## src/rtl/intc_pkg.sv

```systemverilog
// intc_pkg: shared constants for the intc_sopc interrupt controller.
//   - register word offsets (byte address bits [5:2])
//   - ROUTE field width and the legal parameter ceilings
package intc_pkg;

  localparam int unsigned MAX_SRC       = 32;
  localparam int unsigned MAX_OUT       = 8;
  localparam int unsigned ROUTE_FIELD_W = 4;

  localparam int unsigned OFF_RAW      = 0;
  localparam int unsigned OFF_PENDING  = 1;
  localparam int unsigned OFF_ENABLE   = 2;
  localparam int unsigned OFF_MODE     = 3;
  localparam int unsigned OFF_POLARITY = 4;
  localparam int unsigned OFF_VECTOR   = 5;
  localparam int unsigned OFF_ROUTE0   = 8;
  localparam int unsigned OFF_ROUTE1   = 9;
  localparam int unsigned OFF_ROUTE2   = 10;
  localparam int unsigned OFF_ROUTE3   = 11;

endpackage

```

## src/rtl/intc_sopc_if.sv

```systemverilog
// intc_sopc_if: data-RAM-style register bus used to reach the interrupt
// controller.
//   ce     : block select
//   we     : 1 = write, 0 = read
//   sel    : byte enables, sel[i] gates data_i[8i+7:8i]
//   addr   : byte address
//   data_i : write data
//   data_o : read data (combinational from the slave)
interface intc_sopc_if;
  logic        ce;
  logic        we;
  logic [3:0]  sel;
  logic [31:0] addr;
  logic [31:0] data_i;
  logic [31:0] data_o;

  modport master (output ce, we, sel, addr, data_i, input data_o);
  modport slave  (input ce, we, sel, addr, data_i, output data_o);
endinterface

```

## src/rtl/intc_src.sv

```systemverilog
// intc_src: one interrupt source slice.
//   clk, reset_n : clock, asynchronous active-low reset
//   irq          : raw source input
//   polarity     : 1 = source is active-low
//   mode         : 1 = edge, 0 = level
//   clr          : write-1-to-clear strobe for this bit (edge mode only)
//   lvl          : polarity-corrected (and optionally synchronized) level
//   pending      : pending flag
// Build option INTC_SYNC_EN: adds a 2-flop synchronizer ahead of the
// polarity XOR.
module intc_src
  import intc_pkg::*;
(
  input  logic clk,
  input  logic reset_n,
  input  logic irq,
  input  logic polarity,
  input  logic mode,
  input  logic clr,
  output logic lvl,
  output logic pending
);

  logic irq_s;
  logic prev;

`ifdef INTC_SYNC_EN
  logic [1:0] sync;

  always_ff @(posedge clk or negedge reset_n) begin
    if (!reset_n) sync <= '0;
    else          sync <= {sync[0], irq};
  end

  assign irq_s = sync[1];
`else
  assign irq_s = irq;
`endif

  assign lvl = irq_s ^ polarity;

  // Edge history runs in both modes so a level->edge switch with the
  // source already active does not fabricate a rising edge.
  always_ff @(posedge clk or negedge reset_n) begin
    if (!reset_n) begin
      prev    <= 1'b0;
      pending <= 1'b0;
    end else begin
      prev <= lvl;
      if (mode) pending <= (lvl & ~prev) | (pending & ~clr);
      else      pending <= lvl;
    end
  end

endmodule

```

## src/rtl/intc_sopc.sv

```systemverilog
// intc_sopc: parametrised interrupt controller for the minimal SOPC.
//   clk     : system clock
//   reset_n : asynchronous active-low reset
//   irq_i   : NUM_SRC raw interrupt sources (bit 0 = timer)
//   bus     : register bus slave (ce/we/sel/addr/data_i/data_o)
//   int_o   : NUM_OUT registered interrupt lines to the CPU int_i
// Registers (word offset addr[5:2]): 0 RAW, 1 PENDING (W1C), 2 ENABLE,
// 3 MODE, 4 POLARITY, 5 VECTOR, 8..11 ROUTE0..3 (4-bit field per source).
// Build option INTC_SYNC_EN: per-source 2-flop input synchronizers.
module intc_sopc
  import intc_pkg::*;
#(
  parameter int unsigned NUM_SRC = 8,
  parameter int unsigned NUM_OUT = 6,
  parameter int unsigned ADDR_W  = 6
) (
  input  logic               clk,
  input  logic               reset_n,
  input  logic [NUM_SRC-1:0] irq_i,
  intc_sopc_if.slave         bus,
  output logic [NUM_OUT-1:0] int_o
);

  if (NUM_SRC < 1 || NUM_SRC > MAX_SRC) begin : g_bad_num_src
    $error("intc_sopc: NUM_SRC out of range 1..32");
  end
  if (NUM_OUT < 1 || NUM_OUT > MAX_OUT) begin : g_bad_num_out
    $error("intc_sopc: NUM_OUT out of range 1..8");
  end

  logic [31:0]                       word;
  logic                              wr;
  logic                              unused_addr;
  logic [NUM_SRC-1:0]                wm, wd;
  logic [NUM_SRC-1:0]                en, mode, pol, lvl, pend, clr, act;
  logic [ROUTE_FIELD_W*MAX_SRC-1:0]  route_flat;
  logic [NUM_OUT*NUM_SRC-1:0]        line_hit;
  logic [NUM_OUT-1:0]                int_nxt;
  logic                              vec_any;
  logic [7:0]                        vec_idx;
  logic                              vec_found;

  assign word        = 32'(bus.addr[ADDR_W-1:2]);
  assign unused_addr = ^{bus.addr[31:ADDR_W], bus.addr[1:0]};
  assign wr          = bus.ce & bus.we;
  assign wd          = bus.data_i[NUM_SRC-1:0];
  assign clr         = (wr && word == OFF_PENDING) ? (wd & wm) : '0;
  assign act         = pend & en;

  for (genvar s = 0; s < NUM_SRC; s++) begin : g_src
    localparam int unsigned RT_WORD = OFF_ROUTE0 + s / 8;
    localparam int unsigned RT_LSB  = ROUTE_FIELD_W * (s % 8);
    localparam int unsigned RT_BYTE = (s % 8) / 2;

    logic [ROUTE_FIELD_W-1:0] route;

    assign wm[s] = bus.sel[s / 8];

    intc_src u_src (
      .clk      (clk),
      .reset_n  (reset_n),
      .irq      (irq_i[s]),
      .polarity (pol[s]),
      .mode     (mode[s]),
      .clr      (clr[s]),
      .lvl      (lvl[s]),
      .pending  (pend[s])
    );

    always_ff @(posedge clk or negedge reset_n) begin
      if (!reset_n) route <= '0;
      else if (wr && word == RT_WORD && bus.sel[RT_BYTE])
        route <= bus.data_i[RT_LSB +: ROUTE_FIELD_W];
    end

    assign route_flat[ROUTE_FIELD_W*s +: ROUTE_FIELD_W] = route;
  end

  if (NUM_SRC < MAX_SRC) begin : g_route_pad
    assign route_flat[ROUTE_FIELD_W*MAX_SRC-1:ROUTE_FIELD_W*NUM_SRC] = '0;
  end

  // Out-of-range ROUTE values never match any k, so they stay unrouted.
  for (genvar k = 0; k < NUM_OUT; k++) begin : g_line
    for (genvar s = 0; s < NUM_SRC; s++) begin : g_hit
      assign line_hit[k*NUM_SRC + s] = act[s] &&
        (route_flat[ROUTE_FIELD_W*s +: ROUTE_FIELD_W] == ROUTE_FIELD_W'(k));
    end
    assign int_nxt[k] = |line_hit[k*NUM_SRC +: NUM_SRC];
  end

  always_ff @(posedge clk or negedge reset_n) begin
    if (!reset_n) begin
      en    <= '0;
      mode  <= '0;
      pol   <= '0;
      int_o <= '0;
    end else begin
      int_o <= int_nxt;
      if (wr) begin
        case (word)
          OFF_ENABLE:   en   <= (en   & ~wm) | (wd & wm);
          OFF_MODE:     mode <= (mode & ~wm) | (wd & wm);
          OFF_POLARITY: pol  <= (pol  & ~wm) | (wd & wm);
          default: ;
        endcase
      end
    end
  end

  assign vec_any = |act;

  always_comb begin
    vec_idx   = '0;
    vec_found = 1'b0;
    for (int unsigned i = 0; i < NUM_SRC; i++) begin
      if (act[i] && !vec_found) begin
        vec_idx   = 8'(i);
        vec_found = 1'b1;
      end
    end
  end

  always_comb begin
    bus.data_o = '0;
    if (bus.ce && !bus.we) begin
      case (word)
        OFF_RAW:      bus.data_o = 32'(lvl);
        OFF_PENDING:  bus.data_o = 32'(pend);
        OFF_ENABLE:   bus.data_o = 32'(en);
        OFF_MODE:     bus.data_o = 32'(mode);
        OFF_POLARITY: bus.data_o = 32'(pol);
        OFF_VECTOR:   bus.data_o = {vec_any, 23'b0, vec_idx};
        OFF_ROUTE0:   bus.data_o = route_flat[31:0];
        OFF_ROUTE1:   bus.data_o = route_flat[63:32];
        OFF_ROUTE2:   bus.data_o = route_flat[95:64];
        OFF_ROUTE3:   bus.data_o = route_flat[127:96];
        default:      bus.data_o = '0;
      endcase
    end
  end

endmodule

```

## src/flat_wrapper.sv

```systemverilog
// flat-port wrapper written by rule: the top's interface ports become plain ports
module intc_sopc_flat import intc_pkg::*;
#(
  parameter int unsigned NUM_SRC = 8,
  parameter int unsigned NUM_OUT = 6,
  parameter int unsigned ADDR_W  = 6
)
  (clk, reset_n, irq_i, int_o, bus_ce, bus_we, bus_sel, bus_addr, bus_data_i, bus_data_o);
  intc_sopc_if bus_i ();
  input  logic clk;
  input  logic reset_n;
  input  logic [NUM_SRC-1:0] irq_i;
  output logic [NUM_OUT-1:0] int_o;
  input wire logic [$bits(bus_i.ce)-1:0] bus_ce;
  input wire logic [$bits(bus_i.we)-1:0] bus_we;
  input wire logic [$bits(bus_i.sel)-1:0] bus_sel;
  input wire logic [$bits(bus_i.addr)-1:0] bus_addr;
  input wire logic [$bits(bus_i.data_i)-1:0] bus_data_i;
  output wire logic [$bits(bus_i.data_o)-1:0] bus_data_o;
  assign bus_i.ce = bus_ce;
  assign bus_i.we = bus_we;
  assign bus_i.sel = bus_sel;
  assign bus_i.addr = bus_addr;
  assign bus_i.data_i = bus_data_i;
  assign bus_data_o = bus_i.data_o;
  intc_sopc #(.NUM_SRC(NUM_SRC), .NUM_OUT(NUM_OUT), .ADDR_W(ADDR_W)) u_core (.clk(clk), .reset_n(reset_n), .irq_i(irq_i), .bus(bus_i), .int_o(int_o));
endmodule
```

## config.mk

```make
export PLATFORM = sky130hd
export DESIGN_NAME = intc_sopc_flat
export DESIGN_NICKNAME = d
export VERILOG_FILES = /design/src/rtl/intc_pkg.sv /design/src/rtl/intc_sopc_if.sv /design/src/rtl/intc_src.sv /design/src/rtl/intc_sopc.sv /design/src/flat_wrapper.sv
export SDC_FILE = /design/constraint.sdc
export NUM_CORES = 1
export LEC_CHECK = 0
export ABC_CLOCK_PERIOD_IN_PS = 1400
export BUFFER_PORTS_ARGS = -buffer_cell sky130_fd_sc_hd__buf_2
export CORE_ASPECT_RATIO = 0.5
export CORE_MARGIN = 4
export CORE_UTILIZATION = 30
export DETAILED_ROUTE_END_ITERATION = 7
export SLEW_MARGIN = 30
export SYNTH_ARGS = -nofsm -noshare
export SYNTH_HDL_FRONTEND = slang
export SYNTH_SLANG_ARGS = --single-unit
export TNS_END_PERCENT = 30
```

## constraint.sdc

```tcl
create_clock -name clk -period 1.4 [get_ports clk]
set_clock_uncertainty 0.05 [all_clocks]
set_input_delay 0.14 -clock clk [delete_from_list [all_inputs] [get_ports clk]]
set_output_delay 0.14 -clock clk [all_outputs]
set_load 0.01 [all_outputs]
```

=== Word-level counts from Yosys, hierarchy flattened ===
Index checks and enable logic that the tools add are counted.

* Bits in registers: 78
* Bits in latches: 0
* Memory bits (writable): 0
* ROM bits: 0
* Output and inout port bits: 38
* Logic and storage cells: 246
* Memories: 0

* $add $sub $neg: 0
* Multiply operators: 0
* Div/mod/pow operators: 0
* Magnitude comparators: 0
* Eq/ne operators: 46
* Shift-type cells: 0
* Mux-type cells: 25
* Bitwise logic cells: 58
* Reduce and logical (&&, ||, !) cells: 89

{| class="wikitable"
|+ Operators by type and width
! operator !! number
|-
| case mux 32 bit (7 select lines) || 1
|-
| equality test 4 x 2 -> 1 bit (second input constant) || 18
|-
| equality test 4 x 3 -> 1 bit (second input constant) || 18
|-
| logical AND 1 bit || 62
|-
| OR reduction 8 bit || 7
|-
| AND 8 bit || 5
|-
| equality test 4 x 1 -> 1 bit (second input constant) || 9
|-
| zero test 32 bit || 1
|-
| zero test 4 bit || 8
|-
| 2-to-1 mux 32 bit || 1
|-
| bitwise OR 8 bit || 3
|-
| AND 1 bit || 17
|-
| 2-to-1 mux 1 bit || 16
|-
| NOT 1 bit || 16
|-
| 2-to-1 mux 3 bit || 4
|-
| zero test 1 bit || 8
|-
| 2-to-1 mux 8 bit || 1
|-
| NOT 8 bit || 1
|-
| bitwise OR 1 bit || 8
|-
| bitwise XOR 1 bit || 8
|-
| AND reduction 2 bit || 3
|-
| equality test 4 bit (second input constant) || 1
|-
| 2-to-1 mux 2 bit || 2
|}

=== Longest topological paths before layout ===
Gate-level depths: netlist (run 1).

* Depth in word-level cells: 25
* Mapped depth: 6

=== Cells and area by module ===
From an unflattened synthesis (run 1), not the netlist that was laid out.

* Cells, all modules: 383
* Area, all modules: 4156.5 sq um

{| class="wikitable"
|+ By module, submodules not included
! module !! instances !! cells each !! area an instance (sq um)
|-
| intc_sopc || 1 || 335 || 3545.9
|-
| intc_src || 8 || 6 || 76.3
|}

=== Worst setup path after synthesis (run 1) ===
Ideal clock, no wire load.

* Path kind: register to output
* Start: register (tool-made name)
* End: output port bus_data_o[6]
* Arrival: 1429 ps
* Setup slack: -219 ps
* Stages on the path, launching flop included: 5
* Buffers on the path: 0
* Path through: dfrtp_1 or3b_1 a21o_1 a221o_1 a21oi_1

{| class="wikitable"
|+ RTL lines
! what !! RTL line !! source
|-
| end, declared || flat_wrapper.sv:19 || <nowiki>output wire logic [$bits(bus_i.data_o)-1:0] bus_data_o;</nowiki>
|}

==> qor.yml, run 1 <==
worst_setup_path:
  r2r_slack_ns: -0.20
  r2r_cells: 5
  crit_required_ns: 1.21
  cp_max_fo: 2
  slowest_delay_ns: 0.38
  critPathKind: "flop to output pin"
  cp.arrival_ns: 1.83
  r2r_end: "u_core.int_o[0]$_DFF_PN0_"
  cp-end-kind: "output pin"
  slowest_stage: "dfrtp_1"
  rr_startpoint: "u_core.g_src[3].u_src.pending$_DFF_PN0_"
  cp_cell_sequence: "or3b_1, a21o_1, a221o_1, a21oi_2, buf_2"
  start_kind: "flop"
final_layout:
  n_fill_cell: 1244
  nNetsFinal: 708
  final_util: 0.491
  fin_cells: 823
  n_antenna_cell: 0
  area_growth_pct: 58.3
  drive_gt1_frac: 0.480
synth:
  ys_ff_latch: 78
  yosysSeqAreaShare: 0.460
  synth_edf_count: 0
  synth_async_sr_flop_share: 1.00
  synth_area_um2: 4240
  syn_nets: 465
  syn_avg_cell_area_um2: 11.0
  synthCells: 385
  synthFlopType: "dfrtp_1"
  synth_warnings: 0
  synth_cell_types: 52
cts:
  clockRootBuffer: "clkbuf_16"
  htreeDepth: 3
  clock_latency_ns: 0.34
  cts_tree: "yes"
  clkSinkCount: 78
  clkSlewWorstSetupHoldPaths_ns: 0.06
  clk_path_buf_depth: 2
  numCtsBuffers: 9
drt:
  drtAntennaViolNets: 0
  drt-total-wl_mm: 14.1
  via_per_inst: 4.93
  dr.pass1.iters: 5
  via_count: 4061
  drc: 0
  drtIter0Drc: 210
  wire_per_inst_um: 17.1
power_and_ir_drop:
  p_int_mw: 5.31
  seq_power_share: 0.397
  ir_drop_mv: 0.629
  power_frac_clock: 0.338
  netSwitchingFraction: 0.277
  p_per_area_nw_per_um2: 1090
  combPwrFrac: 0.265
  power_mw: 7.35
  p_leak_nw: 3.21
  power_switching_mw: 2.03
sta:
  final-setup-viol-count: 32
  min_period_over_period: 1.44
  finalMaxSlewViolations: 0
  worst_pin_slew_ns: 0.501
  fin_setup_tns_ns: -4.89
  worst_hold_slack_ns: 0.0469
  final_hold_viol_count: 0
  finalCriticalPeriod_ns: 2.02
  rsz0062_at_grt: "true"
  final.setup.worst_slack_ns: -0.623
  fmax_mhz: 494
  max_slew_margin: 0.661
grt:
  grt_max_degree: 79
  grt_use_met2: 0.270
  antenna_found_initial: 0
  use_met1: 0.234
  top_usage_layer: "met2"
  grt_pass1_wl_mm: 22.1
  met3_usage: 0.0449
  grt-ovfl-total: 0
  track_usage: 0.173
  grt_pass1_vias: 4112
floorplan:
  initial_core_util: 0.310
  fp.dieW_um: 176
  dieArea_um2: 16200
  die_h_um: 92.1
  core_area_um2: 13700
  rows: 30
  ios: 118
place:
  port_buffers: 89
  dp.cells: 769
  dp_hpwl_mm: 10.8
  gp_congestion: 0.886
flow_run:
  drv_cap: 0
min_path:
  hold_path_depth: 2
  hold_path_class: "primary input to flop"
  hp-start: "bus_data_i[3]"
status:
  failed_checks: "setup timing"
  status: "finished, violations left"
repair_timing:
action,CTS,global route
setup endpoints to repair,38,38
setup buffers,11,4
gates resized for setup,45,14
pin swaps,35,19
endpoints found under the hold margin,104,0
hold buffers,27,0
critical path, delay by kind of cell (launching register included):
kind	cells	cell delay, ns
compound gates	3	0.62
buf+inv	1	0.15
flops	1	0.38
simple gates	1	0.35
metrics by stage:
stage	area, um2	setup WS, ns
after detailed placement	5820	-0.279
after global routing	6720	-0.695
after CTS	6650	-0.626
after global placement	5820	-0.258
final	6720	-0.623
after floorplan	4300	-0.144
worst max path at each step:
stage | from | to | depth (start not counted)
global route | flop | bus_data_o[6] | 5
detailed placement | bus_addr[5] | bus_data_o[0] | 7
CTS | flop | bus_data_o[6] | 5
finish | flop | bus_data_o[6] | 5
floorplan | flop | bus_data_o[6] | 4
global placement | flop | bus_data_o[6] | 5
area by class of cell:
| class | instances | area, um2 | share of cell area |
|---|---|---|---|
| Clock buffer | 10 | 239 | 0.0356 |
| Clock inverter | 4 | 72.6 | 0.0108 |
| Inverter | 9 | 33.8 | 0.00503 |
| Tap cell | 192 | 240 | 0.0357 |
| Timing Repair Buffer | 245 | 1790 | 0.266 |
| Sequential cell | 78 | 1960 | 0.291 |
| Multi-Input combinational cell | 285 | 2390 | 0.355 |
power groups by stage:
stage | Sequential, mW | Combinational (mW) | Clock, mW
global route | 2.96 | 2.10 | 2.61
floorplan | 2.90 | 0.647 | 0
global placement | 2.90 | 1.60 | 0
finish | 2.92 | 1.95 | 2.48
detailed placement | 2.91 | 1.62 | 0
CTS | 2.90 | 1.90 | 2.53
layout by cell type, fill, tap and decap left out, types with 5 or more instances in the layout:
| master | n |
|---|---|
| buf_4 | 118 |
| buf_2 | 83 |
| dfrtp_1 | 74 |
| and2_1 | 29 |
| nand2_1 | 29 |
| mux2_1 | 28 |
| dlygate4sd3_1 | 27 |
| mux2_2 | 22 |
| buf_6 | 14 |
| nand3_1 | 12 |
| a22o_1 | 10 |
| nand4_1 | 10 |
| nor4_1 | 10 |
| a31oi_1 | 9 |
| inv_1 | 9 |
| clkbuf_16 | 9 |
| a32o_1 | 8 |
| mux2_4 | 8 |
| nor2_1 | 7 |
| nand3b_1 | 7 |
| nand2b_1 | 7 |
| a32oi_1 | 6 |
| xor2_1 | 5 |
| a22oi_1 | 5 |
| nand2_4 | 5 |
cell usage after synthesis (all sizes together), types with 5 or more instances:
cell type  count  share of area
dfrtp         78           0.46
mux2          58           0.15
nand2         38          0.039
and2          30          0.044
nand3         13          0.015
a22o          10          0.021
nand4         10          0.015
nor4          10          0.015
a31oi          9          0.013
inv            9         0.0080
nor2           9         0.0086
a32o           8          0.019
buf            8          0.011
xor2           8          0.017
a32oi          7          0.014
nand2b         7          0.010
nand3b         7          0.012
a22oi          6          0.011
nor4b          6          0.021
clkbuf         5         0.0044
nor2b          5         0.0074
kinds of logic (layout without fill, tap and decap cells):
family / after synthesis / count (layout) / synth area share
xor gates and xnor gates: 8 / 8 / 0.0165
DFF: 78 / 78 / 0.460
AOI/OAI and AO/OA: 62 / 62 / 0.116
muxes: 59 / 59 / 0.159
buffers and inverters: 22 / 268 / 0.0230
and+or+nand+nor: 156 / 156 / 0.226
metal layers:
layer	share of wire	wire, um
met5	0	0
met4	0.021	295
met3	0.057	795
met2	0.45	6380
met1	0.47	6590
No activity file was read; power rests on OpenSTA's default activity.
==> run 2: changes to the inputs <==
Settings changed: ABC_AREA set to 1, SLEW_MARGIN 30 to 20.
==> run 2 against run 1 <==
The run ends with hold timing, setup timing left. Power decreased by 8.0%. Clock-buffer cell count unchanged. Via count increased by 6.1%. First-iteration DRC count shrank 2.4%. Synthesized cell count increased by 40%. Worst setup slack gained 0.042 ns. Highest routed layer unchanged.
==> qor.yml, run 2 <==
status:
  status: "finished, violations left"  # unchanged
  failed_checks: "hold timing, setup timing"  # was setup timing
drt:
  dr.pass1.iters: 4  # was 5
  drc: 0  # unchanged
  via_per_inst: 4.84  # was 4.93
  drt-total-wl_mm: 13.4  # was 14.1 mm
  wire_per_inst_um: 15.1  # was 17.1 um
  drtAntennaViolNets: 0  # unchanged
  via_count: 4309  # was 4,061
  drtIter0Drc: 205  # was 210
grt:
  grt_pass1_wl_mm: 21.9  # was 22.1 mm
  track_usage: 0.172  # was 0.173
  grt_max_degree: 79  # unchanged
  antenna_found_initial: 0  # unchanged
  grt_pass1_vias: 4304  # was 4,112
  grt-ovfl-total: 0  # unchanged
worst_setup_path:
  cp_cell_sequence: "nand2_2, nand2_2, nor2_4, buf_4, nand4_1, nand2_1, inv_1, nand2_1, nand2_2, a21oi_2, buf_2"  # was or3b_1, a21o_1, a221o_1, a21oi_2, buf_2
  slowest_delay_ns: 0.39  # was 0.38 ns
  cp-end-kind: "output pin"  # unchanged
  critPathKind: "flop to output pin"  # unchanged
  cp_max_fo: 4  # was 2
  path_buf_inv: 3  # was 1
  crit_required_ns: 1.21  # about the same
  slowest_stage: "dfrtp_1"  # unchanged
  cp.arrival_ns: 1.79  # was 1.83 ns
  cp_common_cell: "nand2_2"
  path_delay_family: "simple AND/OR/NAND/NOR gates"  # was compound AO/OA/AOI/OAI gates
  start_kind: "flop"  # unchanged
synth:
  synth_async_sr_flop_share: 1.00  # unchanged
  yosysMostFrequentCell: "nand2_1"  # was dfrtp_1
  syn_nets: 620  # was 465
  synth_common_cells: "nand2_1, dfrtp_1, inv_1"  # was dfrtp_1, nand2_1, and2_1, mux2_2, mux2_1
  yosys-top-cells-area: "dfrtp_1, nand2_1, inv_1"  # was dfrtp_1, mux2_2, mux2_1
  ys_ff_latch: 78  # unchanged
  synthCells: 540  # was 385
  synth_warnings: 0  # unchanged
  synth_edf_count: 0  # unchanged
  synthFlopType: "dfrtp_1"  # unchanged
  netlist.area_leader.share: 0.472  # was 0.460
  yosysSeqAreaShare: 0.472  # was 0.460
  synth_area_um2: 4140  # was 4240 um2
  synth_cell_types: 33  # was 52
  syn_avg_cell_area_um2: 7.66  # was 11.0 um2
  synth.largest_area_cell: "dfrtp_1"  # unchanged
final_layout:
  n_fill_cell: 1311  # was 1,244
  final_util: 0.464  # was 0.491
  drive_gt1_frac: 0.360  # was 0.480
  final_common_cell: "nand2_1"  # was buf_4
  area_growth_pct: 46.6  # was 58.3%
  mostFrequentLayoutCells: "nand2_1, buf_2, dfrtp_1, buf_4"  # was buf_4, buf_2, dfrtp_1, and2_1, nand2_1
  nNetsFinal: 795  # was 708
  n_antenna_cell: 0  # unchanged
power_and_ir_drop:
  p_per_area_nw_per_um2: 1110  # was 1090 nW/um2
  power_mw: 6.76  # was 7.35 mW
  ir_drop_mv: 0.655  # was 0.629 mV
  p_leak_nw: 3.09  # was 3.21 nW
sta:
  fin_setup_tns_ns: -3.48  # was -4.89 ns
  rsz0062_at_grt: "true"  # unchanged
  final_hold_viol_count: 2  # was 0
  final.setup.worst_slack_ns: -0.580  # was -0.623 ns
  max_slew_margin: 0.704  # was 0.661
  min_period_over_period: 1.41  # was 1.44
  final-setup-viol-count: 13  # was 32
  finalMaxSlewViolations: 0  # unchanged
  fmax_mhz: 505  # was 494 MHz
  worst_hold_slack_ns: -0.0145  # was 0.0469 ns
  worst_pin_slew_ns: 0.444  # was 0.501 ns
  finalCriticalPeriod_ns: 1.98  # was 2.02 ns
place:
  pre_cts_ws_ns: -0.292  # was -0.279 ns
  gp_congestion: 0.879  # was 0.886
  port_buffers: 89  # unchanged
  dp_hpwl_mm: 10.0  # was 10.8 mm
floorplan:
  ios: 118  # unchanged
  die_h_um: 91.0  # was 92.1 um
  rows: 29  # was 30
  fp.dieW_um: 174  # was 176 um
  initial_core_util: 0.317  # was 0.310
  core_area_um2: 13100  # was 13,700 um2
  dieArea_um2: 15800  # was 16,200 um2
cts:
  clk_path_buf_depth: 2  # unchanged
  numCtsBuffers: 9  # unchanged
  clkSinkCount: 78  # unchanged
  cts_tree: "yes"  # unchanged
  htreeDepth: 3  # unchanged
  cts_hold_buf: 13  # was 27
  clock_latency_ns: 0.34  # about the same
  clockRootBuffer: "clkbuf_16"  # unchanged
  clkSlewWorstSetupHoldPaths_ns: 0.06  # about the same
flow_run:
  drv_cap: 0  # unchanged
min_path:
  hold_path_class: "primary input to flop"  # unchanged
-- run 2: final timing paths --
path                                                              start                                       to  slack [ns]  depth (start not counted)
worst max-delay path            u_core.g_src[1].u_src.pending$_DFF_PN0_                            bus_data_o[1]       -0.58                         11
worst min-delay path                                           irq_i[0]     u_core.g_src[0].u_src.prev$_DFF_PN0_       -0.01                          2
worst max register to register  u_core.g_src[1].u_src.pending$_DFF_PN0_                u_core.int_o[1]$_DFF_PN0_       -0.20                          8
worst min register to register     u_core.g_src[1].u_src.prev$_DFF_PN0_  u_core.g_src[1].u_src.pending$_DFF_PN0_        0.45                          3
max in group asynchronous                                       reset_n     u_core.g_src[5].route[1]$_DFFE_PN0P_        0.61                          3
min in group asynchronous                                       reset_n               asynchronous set/reset pin        0.30                          3
-- run 2: what timing repair did --
action | CTS | global route
gates resized for setup | 25 | 47
hold endpoints to repair | 92 | 2
pin swaps | 14 | 14
setup endpoints to repair | 17 | 34
gates cloned | 0 | 1
setup buffers | 5 | 7
-- run 2: worst register-to-register path: cells and delay by family, from the launching register on --
family | cells | cell delay (ns)
flops | 1 | 0.39
simple gates | 5 | 0.71
buf+inv | 3 | 0.30
-- run 2: per-layer routing --
layer,vias to the layer above,share of wire,track usage
met5,-,0,0
met4,0,0.011,0.0520
met3,11,0.059,0.0456
met2,117,0.47,0.270
met1,2044,0.46,0.235
li1,2137,-,-
-- run 2: cell type report --
type / instances / area, um2 / area share
sequential: 78 / 1950 / 0.322
inverter: 58 / 221 / 0.0365
timing repair inverter: 1 / 5.00 / 0.000826
tap: 170 / 213 / 0.0351
timing repair buffer: 176 / 1220 / 0.201
clock inverter: 6 / 68.8 / 0.0114
clock buffer: 10 / 239 / 0.0394
multi-input combinational: 391 / 2140 / 0.354
-- run 2: power breakdown --
part	internal [mW]	switching [mW]	total, mW
combinational	0.694	0.769	1.46
sequential	2.58	0.297	2.87
clock	1.44	0.978	2.42
-- run 2: logic make-up (layout without fill, tap and decap cells) --
logic type,count (synthesis),after routing,share of synthesized area
buffers and inverters,71,251,0.0702
flip-flops,78,78,0.472
XOR/XNOR,8,8,0.0169
AO/OA/AOI/OAI,86,86,0.114
AND/OR/NAND/NOR,290,290,0.306
multiplexers,7,7,0.0209
-- run 2: through the flow --
stage / instances / area (um2)
after floorplan: 540 / 4170
after CTS: 884 / 5870
after detailed placement: 850 / 5290
after global placement: 850 / 5290
after global routing: 890 / 6060
final: 890 / 6060
==> run 3: changes to the inputs <==
Settings changed: ABC_CLOCK_PERIOD_IN_PS 1400 to 2000.
Clock period 1.4 ns to 2 ns, I/O delays scaled along.
==> run 3 against run 2 <==
The run ends with setup timing left. Routed wire length fell by 8.3%. Sequential share of layout area rose by 4.1 points. Die area did not move. Critical path depth fell by 1. First-iteration DRC count rose by 26%.
==> qor.yml, run 3 (synthesized netlist as in run 2, its figures left out) <==
drt:
  drt-total-wl_mm: 12.3  # was 13.4 mm
  wl_met3_um: 734  # was 787 um
  drtIter0Drc: 258  # was 205
  dr.pass1.iters: 4  # unchanged
  drtAntennaViolNets: 0  # unchanged
  dr.max_layer_used: "met4"  # unchanged
  wire_per_inst_um: 14.8  # was 15.1 um
  drc: 0  # unchanged
  via_count: 3973  # was 4,309
  via_per_inst: 4.79  # was 4.84
  wl_met1_mm: 5.80  # was 6.18 mm
  dr_wl_met2_mm: 5.63  # was 6.31 mm
final_layout:
  final_common_cell: "nand2_1"  # unchanged
  nNetsFinal: 735  # was 795
  n_antenna_cell: 0  # unchanged
  fin_cells: 830  # was 890
  area_growth_pct: 29.9  # was 46.6%
  mostFrequentLayoutCells: "nand2_1, buf_2, dfrtp_1, inv_1, nor2_1"  # was nand2_1, buf_2, dfrtp_1, buf_4
  drive_gt1_frac: 0.255  # was 0.360
  final_util: 0.411  # was 0.464
worst_setup_path:
  start_kind: "flop"  # unchanged
  r2r_slack_ns: 0.42  # was -0.20 ns
  cp_max_fo: 3  # was 4
  r2r_cells: 8  # unchanged
  r2r_end: "u_core.int_o[0]$_DFF_PN0_"  # was u_core.int_o[1]$_DFF_PN0_
  cp.arrival_ns: 1.79  # about the same
  critPathKind: "flop to output pin"  # unchanged
  rr_startpoint: "u_core.g_src[5].u_src.pending$_DFF_PN0_"  # was u_core.g_src[1].u_src.pending$_DFF_PN0_
  cp-end-kind: "output pin"  # unchanged
  crit_required_ns: 1.75  # was 1.21 ns
power_and_ir_drop:
  power_mw: 4.71  # was 6.76 mW
  ir_drop_mv: 0.455  # was 0.655 mV
  p_leak_nw: 2.76  # was 3.09 nW
  p_per_area_nw_per_um2: 877  # was 1110 nW/um2
grt:
  grt-ovfl-total: 0  # unchanged
  grt_pass1_vias: 3920  # was 4,304
  grt_pass1_wl_mm: 20.2  # was 21.9 mm
  grt_max_degree: 39  # was 79
  track_usage: 0.158  # was 0.172
  antenna_found_initial: 0  # unchanged
sta:
  fin_setup_tns_ns: -0.0886  # was -3.48 ns
  worst_hold_slack_ns: 0.0268  # was -0.0145 ns
  final-setup-viol-count: 4  # was 13
  worst_pin_slew_ns: 0.524  # was 0.444 ns
  finalCriticalPeriod_ns: 2.04
  finalMaxSlewViolations: 0  # unchanged
  fmax_mhz: 489
  rsz0062_at_grt: "true"  # unchanged
  min_period_over_period: 1.02
  max_slew_margin: 0.650  # was 0.704
  final_hold_viol_count: 0  # was 2
  final.setup.worst_slack_ns: -0.0447  # was -0.580 ns
cts:
  clkSinkCount: 78  # unchanged
  clockRootBuffer: "clkbuf_16"  # unchanged
  clock_latency_ns: 0.34  # about the same
  numCtsBuffers: 9  # unchanged
  clk_path_buf_depth: 2  # unchanged
  htreeDepth: 3  # unchanged
  clkSlewWorstSetupHoldPaths_ns: 0.06  # about the same
  cts_tree: "yes"  # unchanged
floorplan:
  core_area_um2: 13100  # unchanged
  dieArea_um2: 15800  # unchanged
  initial_core_util: 0.317  # unchanged
  die_h_um: 91.0  # unchanged
  rows: 29  # unchanged
  ios: 118  # unchanged
  fp.dieW_um: 174  # unchanged
min_path:
  hp-start: "irq_i[5]"  # was irq_i[0]
  hold_path_depth: 2  # unchanged
  min_to: "u_core.g_src[5].u_src.prev$_DFF_PN0_"  # was u_core.g_src[0].u_src.prev$_DFF_PN0_
  hold_path_class: "primary input to flop"  # unchanged
status:
  failed_checks: "setup timing"  # was hold timing, setup timing
  status: "finished, violations left"  # unchanged
place:
  gp_congestion: 0.908  # was 0.879
  dp_hpwl_mm: 9.26  # was 10.0 mm
  port_buffers: 89  # unchanged
  dp.cells: 804  # was 850
flow_run:
  drv_cap: 0  # unchanged
==> run 3: cell count changes in the layout (fill, tap and decap cells not counted), sizes merged <==
cell          previous run  this run
buf                    163       116
dlygate4sd3             12         1
bufinv                   1         3
clkinvlp                 3         1
dlymetal6s4s             1         0
inv                     59        58
==> run 3: how the worst max path moves through the flow <==
stage | start | endpoint | slack, ns | depth (start not counted)
final | u_core.g_src[1].u_src.pending$_DFF_PN0_ | bus_data_o[1] | -0.04 | 10
after global placement | bus_addr[3] | bus_data_o[6] | 0.16 | 10
after CTS | u_core.g_src[2].u_src.pending$_DFF_PN0_ | bus_data_o[1] | -0.07 | 10
after floorplan | u_core.g_src[0].u_src.pending$_DFF_PN0_ | bus_data_o[1] | 0.39 | 9
after detailed placement | bus_addr[3] | bus_data_o[6] | 0.16 | 10
after global routing | u_core.g_src[1].u_src.pending$_DFF_PN0_ | bus_data_o[0] | -0.13 | 10
==> run 3: report_power, final <==
part,internal (mW),switching (mW)
Combinational,0.324,0.450
Sequential,1.80,0.202
Clock,1.26,0.668
==> run 3: area by class of cell <==
class                   instances  area (um2)
well taps                     170         213
repair buffers                117         677
fillers                      1374        7690
clock buffers                  10         239
flip-flops and latches         78        1950
clock inverters                 6         115
multi-input cells             391        1960
inverters                      58         218
==> run 3: repair_timing <==
item | 4_1_cts | 5_1_grt
buffers inserted | 6 | 3
pin swaps | 7 | 9
endpoints found under the setup margin | 4 | 4
hold buffers | 1 | 0
gates resized for setup | 10 | 13
endpoints found under the hold margin | 36 | 0
==> run 3: worst max-delay path, stage by stage (launching register included) <==
cell and delay [ns]:
dfrtp_1 0.41, nand2_2 0.09, nand2_2 0.07, nor2_4 0.11, nand3_1 0.09, nor2_2 0.14
nand2_2 0.08, nand2_1 0.09, nand2_2 0.07, a21oi_2 0.15, buf_2 0.15
==> run 3: metrics by stage <==
| step | instance area (um2) | worst slack, ns |
|---|---|---|
| CTS | 5310 | -0.0740 |
| global route | 5370 | -0.131 |
| global placement | 4870 | 0.159 |
| floorplan | 4140 | 0.393 |
| finish | 5370 | -0.0447 |
| detailed placement | 4870 | 0.160 |
==> run 3: per-layer routing <==
| layer | vias to the layer above | GRT usage |
|---|---|---|
| met5 | - | 0 |
| met4 | 0 | 0.0421 |
| met3 | 15 | 0.0415 |
| met2 | 94 | 0.256 |
| met1 | 1848 | 0.212 |
| li1 | 2016 | - |
